`src/rtl/sram_data_ctrl.sv`:
```
// MEM-stage data port: one 32-bit word access served as two 16-bit async SRAM phases.
// Latency 2*PHASE_CYCLES+2 cycles per access; ready low from request through the last phase.
module sram_data_ctrl #(
  parameter logic [31:0] BASE_ADDR    = 32'd1024,
  parameter int          SRAM_AW      = 18,
  parameter int          PHASE_CYCLES = 2
) (
  input  logic               clk,
  input  logic               rst,
  input  logic               wrEn,
  input  logic               rdEn,
  input  logic [31:0]        address,
  input  logic [31:0]        writeData,
  output logic [31:0]        readData,
  output logic               ready,
  output logic [SRAM_AW-1:0] sramAddr,
  output logic [15:0]        sramDqOut,
  input  logic [15:0]        sramDqIn,
  output logic               sramDqOe,
  output logic               sramWeN,
  output logic               sramOeN
);

  localparam int CW = $clog2(PHASE_CYCLES + 1);
  localparam logic [CW-1:0] LAST = CW'(PHASE_CYCLES - 1);

  typedef enum logic [1:0] {IDLE, LOW, HIGH, DONE} state_t;

  state_t             state;
  logic [CW-1:0]      cnt;
  logic               is_wr;
  logic [SRAM_AW-2:0] word;
  logic [31:0]        data;
  logic [31:0]        offset;
  logic               phase_end;
  logic               unused_offset_bits;

  // Word index keeps only SRAM_AW-1 bits, so offsets wrap silently.
  assign offset             = address - BASE_ADDR;
  assign unused_offset_bits = ^{offset[31:SRAM_AW+1], offset[1:0]};
  assign phase_end          = (cnt == LAST);
  assign ready              = (state == DONE) | ((state == IDLE) & !wrEn & !rdEn);

  always_ff @(posedge clk or negedge rst) begin
    if (!rst) begin
      state     <= IDLE;
      cnt       <= '0;
      is_wr     <= 1'b0;
      word      <= '0;
      data      <= '0;
      readData  <= '0;
      sramAddr  <= '0;
      sramDqOut <= '0;
      sramDqOe  <= 1'b0;
      sramWeN   <= 1'b1;
      sramOeN   <= 1'b1;
    end else begin
      case (state)
        IDLE: begin
          if (wrEn | rdEn) begin
            is_wr     <= wrEn;
            word      <= offset[SRAM_AW:2];
            data      <= writeData;
            cnt       <= '0;
            state     <= LOW;
            // Strobes are set up one edge early so they are clean for the whole phase.
            sramAddr  <= {offset[SRAM_AW:2], 1'b0};
            sramDqOut <= writeData[15:0];
            sramDqOe  <= wrEn;
            sramWeN   <= !wrEn;
            sramOeN   <= wrEn;
          end
        end
        LOW: begin
          if (phase_end) begin
            if (!is_wr) readData[15:0] <= sramDqIn;
            cnt       <= '0;
            state     <= HIGH;
            sramAddr  <= {word, 1'b1};
            sramDqOut <= data[31:16];
          end else begin
            cnt <= cnt + 1'b1;
          end
        end
        HIGH: begin
          if (phase_end) begin
            if (!is_wr) readData[31:16] <= sramDqIn;
            cnt      <= '0;
            state    <= DONE;
            sramDqOe <= 1'b0;
            sramWeN  <= 1'b1;
            sramOeN  <= 1'b1;
          end else begin
            cnt <= cnt + 1'b1;
          end
        end
        DONE:    state <= IDLE;
        default: state <= IDLE;
      endcase
    end
  end

endmodule
```
`config.mk`:
```
export PLATFORM = sky130hd
export DESIGN_NAME = sram_data_ctrl
export DESIGN_NICKNAME = d
export VERILOG_FILES = /design/src/rtl/sram_data_ctrl.sv
export SDC_FILE = /design/constraint.sdc
export NUM_CORES = 1
export LEC_CHECK = 0
export ABC_AREA = 0
export CORE_UTILIZATION = 46
export DETAILED_ROUTE_END_ITERATION = 8
export GPL_TIMING_DRIVEN = 1
export PLACE_DENSITY = 0.81
export SETUP_SLACK_MARGIN = 0.02
export SYNTH_ARGS = -nofsm -noshare
export SYNTH_HDL_FRONTEND = slang
export SYNTH_SLANG_ARGS = --single-unit
```
`constraint.sdc`:
```
create_clock -name clk -period 2.25 [get_ports clk]
set_input_delay 0.45 -clock clk [delete_from_list [all_inputs] [get_ports clk]]
set_output_delay 0.45 -clock clk [all_outputs]
set_load 0.01 [all_outputs]
```
Yosys cells after proc, flatten, opt, wreduce, memory -nomap -nowiden
Cells that the tools add are included.
{"block": "classes", "bitwise": 5, "eq_ne": 7, "mux": 20, "reduce_logical": 14, "addsub": 2}
{"cell": "18-bit two-way mux", "n": 2}
{"cell": "18-bit case mux with 2 select lines", "n": 1}
{"cell": "16-bit two-way mux", "n": 2}
{"cell": "16-bit case mux with 2 select lines", "n": 1}
{"cell": "19-bit by 11-bit subtractor with 19-bit output, second input constant", "n": 1}
{"cell": "3-bit AND reduction", "n": 5}
{"cell": "2-bit two-way mux", "n": 5}
{"cell": "2-bit case mux with 4 select lines", "n": 1}
{"cell": "1-bit case mux with 2 select lines", "n": 3}
{"cell": "2-bit nonzero test", "n": 3}
{"cell": "2-bit by 1-bit == test with 1-bit output, second input constant", "n": 2}
{"cell": "2-bit == test, second input constant", "n": 2}
{"cell": "1-bit two-way mux", "n": 4}
{"cell": "2-bit inequality test, second input constant", "n": 2}
{"cell": "2-bit case mux with 2 select lines", "n": 1}
{"cell": "2-bit AND reduction", "n": 2}
{"cell": "2-bit by 1-bit adder with 2-bit output, second input constant", "n": 1}
{"cell": "1-bit AND", "n": 2}
{"cell": "1-bit zero test", "n": 2}
{"cell": "2-bit zero test", "n": 1}
{"cell": "2-bit by 1-bit inequality test with 1-bit output, second input constant", "n": 1}
{"cell": "1-bit bitwise OR", "n": 2}
{"cell": "2-bit OR reduction", "n": 1}
{"cell": "1-bit inverter", "n": 1}
{"block": "totals", "input_bits": 84, "output_inout_bits": 70, "register_bits": 123}

Logic depth before layout (Yosys ltp)
{"block": "logic_depth", "ltp_word": 4, "mapped_depth": 9, "mapped_depth_nobuf": 6}

Worst setup path before layout
Ideal clock, no wire load.
{"block": "synth_path", "path_type": "register -> output", "startpoint": "reg state[0]", "endpoint": "out ready", "path_slack_ps": 456, "arrival_ps": 1344, "path_buffers": 1, "path_stages_with_launch": 6, "required_time_ps": 1800, "cell_sequence": "dfrtp_1 inv_1 ha_1 buf_2 nor3b_1 or2_2"}
{"block": "synth_between", "elab_chain_cells": 4}
{"item": "start, declared", "line": "29", "text": "state_t state;"}
{"item": "start signal, assigned", "line": "46", "text": "state <= IDLE;"}
{"item": "start signal, assigned", "line": "65", "text": "state <= LOW;"}
{"item": "start signal, assigned", "line": "78", "text": "state <= HIGH;"}
{"item": "2-bit zero test", "line": "42", "text": "assign ready = (state == DONE) | ((state == IDLE) & !wrEn & !rdEn);"}
{"item": "1-bit AND (2 in a row)", "line": "42"}
{"item": "1-bit bitwise OR *", "line": "42"}
{"item": "end, declared", "line": "15", "text": "output logic ready,"}
Every way passes the cells marked *; elsewhere a longest branch is shown, timed or not.

Final worst setup path
Ends and elaborated chain as after synthesis.

==> summary.md <==
| Metric | Value |
|---|---|
| Slowest stage delay, CP | 0.37 ns |
| H-Tree Depth | 3 |
| Top cells by area, synth | dfrtp_1, mux2_2, mux2i_1, o21ai_0, nand2_1 |
| Post-Syn Area | between 0.004 and 0.005 mm² |
| Worst Hold Class | input pin to async pin |
| Final non-filler cell area | between 0.006 and 0.007 mm² |
| Worst r2r dst | state[1] |
| Routed WL per cell | 15.1 µm |
| RSZ-0062 raised after global routing | no |
| Row cnt | 36 |
| Leading area contributor after synthesis | dfrtp_1 |
| Worst path required time | 1.80 ns |
| Critical-path maximum fanout | 4 |
| Setup-failing EPs final | 0 |
| GR Util All Layers | 20.2% |
| Type of origin of the critical path | flop |
| Vias in the first global route | 3323 |
| Tightest Pin Transition | 0.466 ns |
| Worst vdd ir | 0.673 mV |
| Num CTS Buffers | 9 |
| Max_slew headroom | 68.9% |
| Post-Syn Instances | roughly 370 |
| Synth Flop Type | dfrtp_1 |
| CTS Sinks | 107 |
| Worst r2r src | state[1] |
| Min Clock Period, post-route | 2.16 ns |
| Crit-path leading delay family | simple AND/OR/NAND/NOR gates |
| Global route overflow | 0 |
| MaxCap Viol Count | 0 |
| Die ar. | 0.0104 mm² |
| Synthesis-stage register bit count | between 100 and 150 |
| Detailed Route WL | 9890 µm |
| Total number of vias | 3257 |
| Inserted Diodes | 0 |
| Setup ws final | between 0.08 and 0.09 ns |
| Synthesized area per cell | 12.5 µm² |
| PD cells | around 1400 mW/mm² |
| DRC Markers | 0 |
| Later-pin clock latency in the skew report | 0.36 ns |
| Critical path cell sequence | inv_1 > ha_2 > nor3b_2 > or2_2 > dlygate4sd2_1 |
| Number of flops mapped to enable cells by yosys | 0 |
| Crit path max-delay cell type | dfrtp_1 |
| Fraction of layout instances using a drive strength above 1 | 20.7% |
| Final Power | just over 9 mW |
| Die X | 102 µm |
| Final core occ | between 60% and 70% |
| Net count, final | 606 |
| Syn nets | 457 |
| Sequential area share after synthesis | 58.5% |
| Fin. Hold Viols | 0 |
| Largest net degree at the start of global routing | 38 |
| FF-to-FF setup slack | between 0.4 and 0.5 ns |
| Layout area overhead | 40.4% |
| Commonest non-fill, non-tap cell in the layout | clkdlybuf4s50_1 |
| Starting Density | 47.1% |
| Status | finished clean |
| Detail Route Antenna Nets | 0 |
| Die H | 102 µm |
| Max Clock Skew | 0.0188 ns |
| First drt pass iteration count | 4 |
| First-pass GRT wire length | 16000 µm |
| Crit share post-route | 96.1% |
| Final slew viol count | 0 |
| Yosys top cell area share | 57.3% |
| CTS root buf | clkbuf_8 |
| Port Buf Inserts | 138 |
| Post-place setup slack | -0.0825 ns |
| CORE AREA | 0.00973 mm² |
| Hold_buf cts | 0 |
| GPL Wtd Cong | 0.735 |
| DP HPWL | 7290 µm |
| Vias per Instance | 4.98 |
| Fillers | 767 |
| Reg clk slew, reported paths | 0.10 ns |
| Worst r2r path cells | 6 |
| Critical path data arrival time | 1.71 ns |
| Critical path type | flop to primary output |
| Worst hold margin | 0.0239 ns |
| Synth cell types | 34 |
| Asr flop ratio synth | 100% |
| Buf/Inv on CP | 2 |
| Worst setup EP type | primary output |
| Initial antenna violation count | 0 |
| Pleak | between 2 and 3 nW |
| Commonest cells after routing, fill and taps aside | clkdlybuf4s50_1, dfrtp_1, mux2_2, nand2_1, o21ai_0 |
| Initial DRC count | 53 |
| Clock Tree Buf Depth | 2 |
| Fmax achieved | approximately 460 MHz |
| CTS tree | yes |
| Synthesis warning total | 0 |
| Placed Area | 0.00617 mm² |
| Ports | between 150 and 200 |
power by group:
group          leakage [nW]  internal, mW  switching (mW)
Clock                 0.121         0.773           0.625
Combinational          1.32          2.40            1.93
Sequential             1.30          2.91           0.503
Total                  2.74          6.08            3.06
worst reg2reg max path, cell delays in order (launching register included):
cell     delay [ns]
dfrtp_1        0.39
inv_1          0.13
ha_2           0.29
buf_4          0.35
o21ai_0        0.13
nand2_1        0.12
mux2_2         0.33
worst max path at each step:
stage | startpoint | end | cells past startpoint
floorplan | state[0] | ready | 5
global placement | address[10] | sramAddr[13] | 7
detailed placement | address[10] | sramAddr[13] | 7
CTS | state[0] | ready | 5
global route | state[0] | ready | 5
finish | state[0] | ready | 5
what timing repair did:
item                                    CTS  global route
endpoints found under the setup margin    1             1
gates resized for setup                   2             1
setup buffers                             2             0
flip-flops by register name (all words and copies together) (netlist names):
| register | cells |
|---|---|
| readData | 32 |
| sramAddr | 18 |
| word | 17 |
| data | 16 |
| sramDqOut | 16 |
| cnt | 2 |
| state | 2 |
| is_wr | 1 |
| sramDqOe | 1 |
| sramOeN | 1 |
| sramWeN | 1 |
cells in the mapped netlist (6+ instances only):
library cell	n
dfrtp_1	105
mux2_2	59
nand2_1	52
o21ai_0	41
mux2i_1	25
nor2_1	10
buf_2	9
a21oi_1	6
clkbuf_1	6
ha_1	6
cell type report:
| cell class | count | area, µm² | share of cell area (%) |
|---|---|---|---|
| flip-flops and latches | 107 | 2680 | 41.6 |
| multi-input cells | 236 | 1790 | 27.9 |
| repair buffers | 157 | 1530 | 23.8 |
| well taps | 133 | 166 | 2.59 |
| clock buffers | 12 | 145 | 2.26 |
| clock inverters | 4 | 98.8 | 1.54 |
| inverters | 5 | 18.8 | 0.292 |
cells by family after synthesis:
| group | share of synthesized area, % |
|---|---|
| flip-flops | 58.5 |
| multiplexers | 20.0 |
| AND/OR/NAND/NOR | 8.60 |
| AO/OA/AOI/OAI | 7.35 |
| buffers and inverters | 2.62 |
| XOR/XNOR | 1.34 |
| adder cells (fa/ha/maj) | 1.64 |
routing by layer:
metal	routed length, µm	share of wire [%]	up-vias	GRT usage, %
met5	0	0	-	0
met4	149	1.5	0	7.25
met3	761	7.7	13	6.07
met2	4850	49	102	34.4
met1	4130	42	1582	24.3
li1	-	-	1560	-
per-stage QoR:
stage               std cells  TNS (ns)
floorplan                 367         0
global placement          636         0
detailed placement        636   -0.0825
CTS                       654         0
global route              654         0
finish                    654         0
No activity file was read; power rests on OpenSTA's default activity.
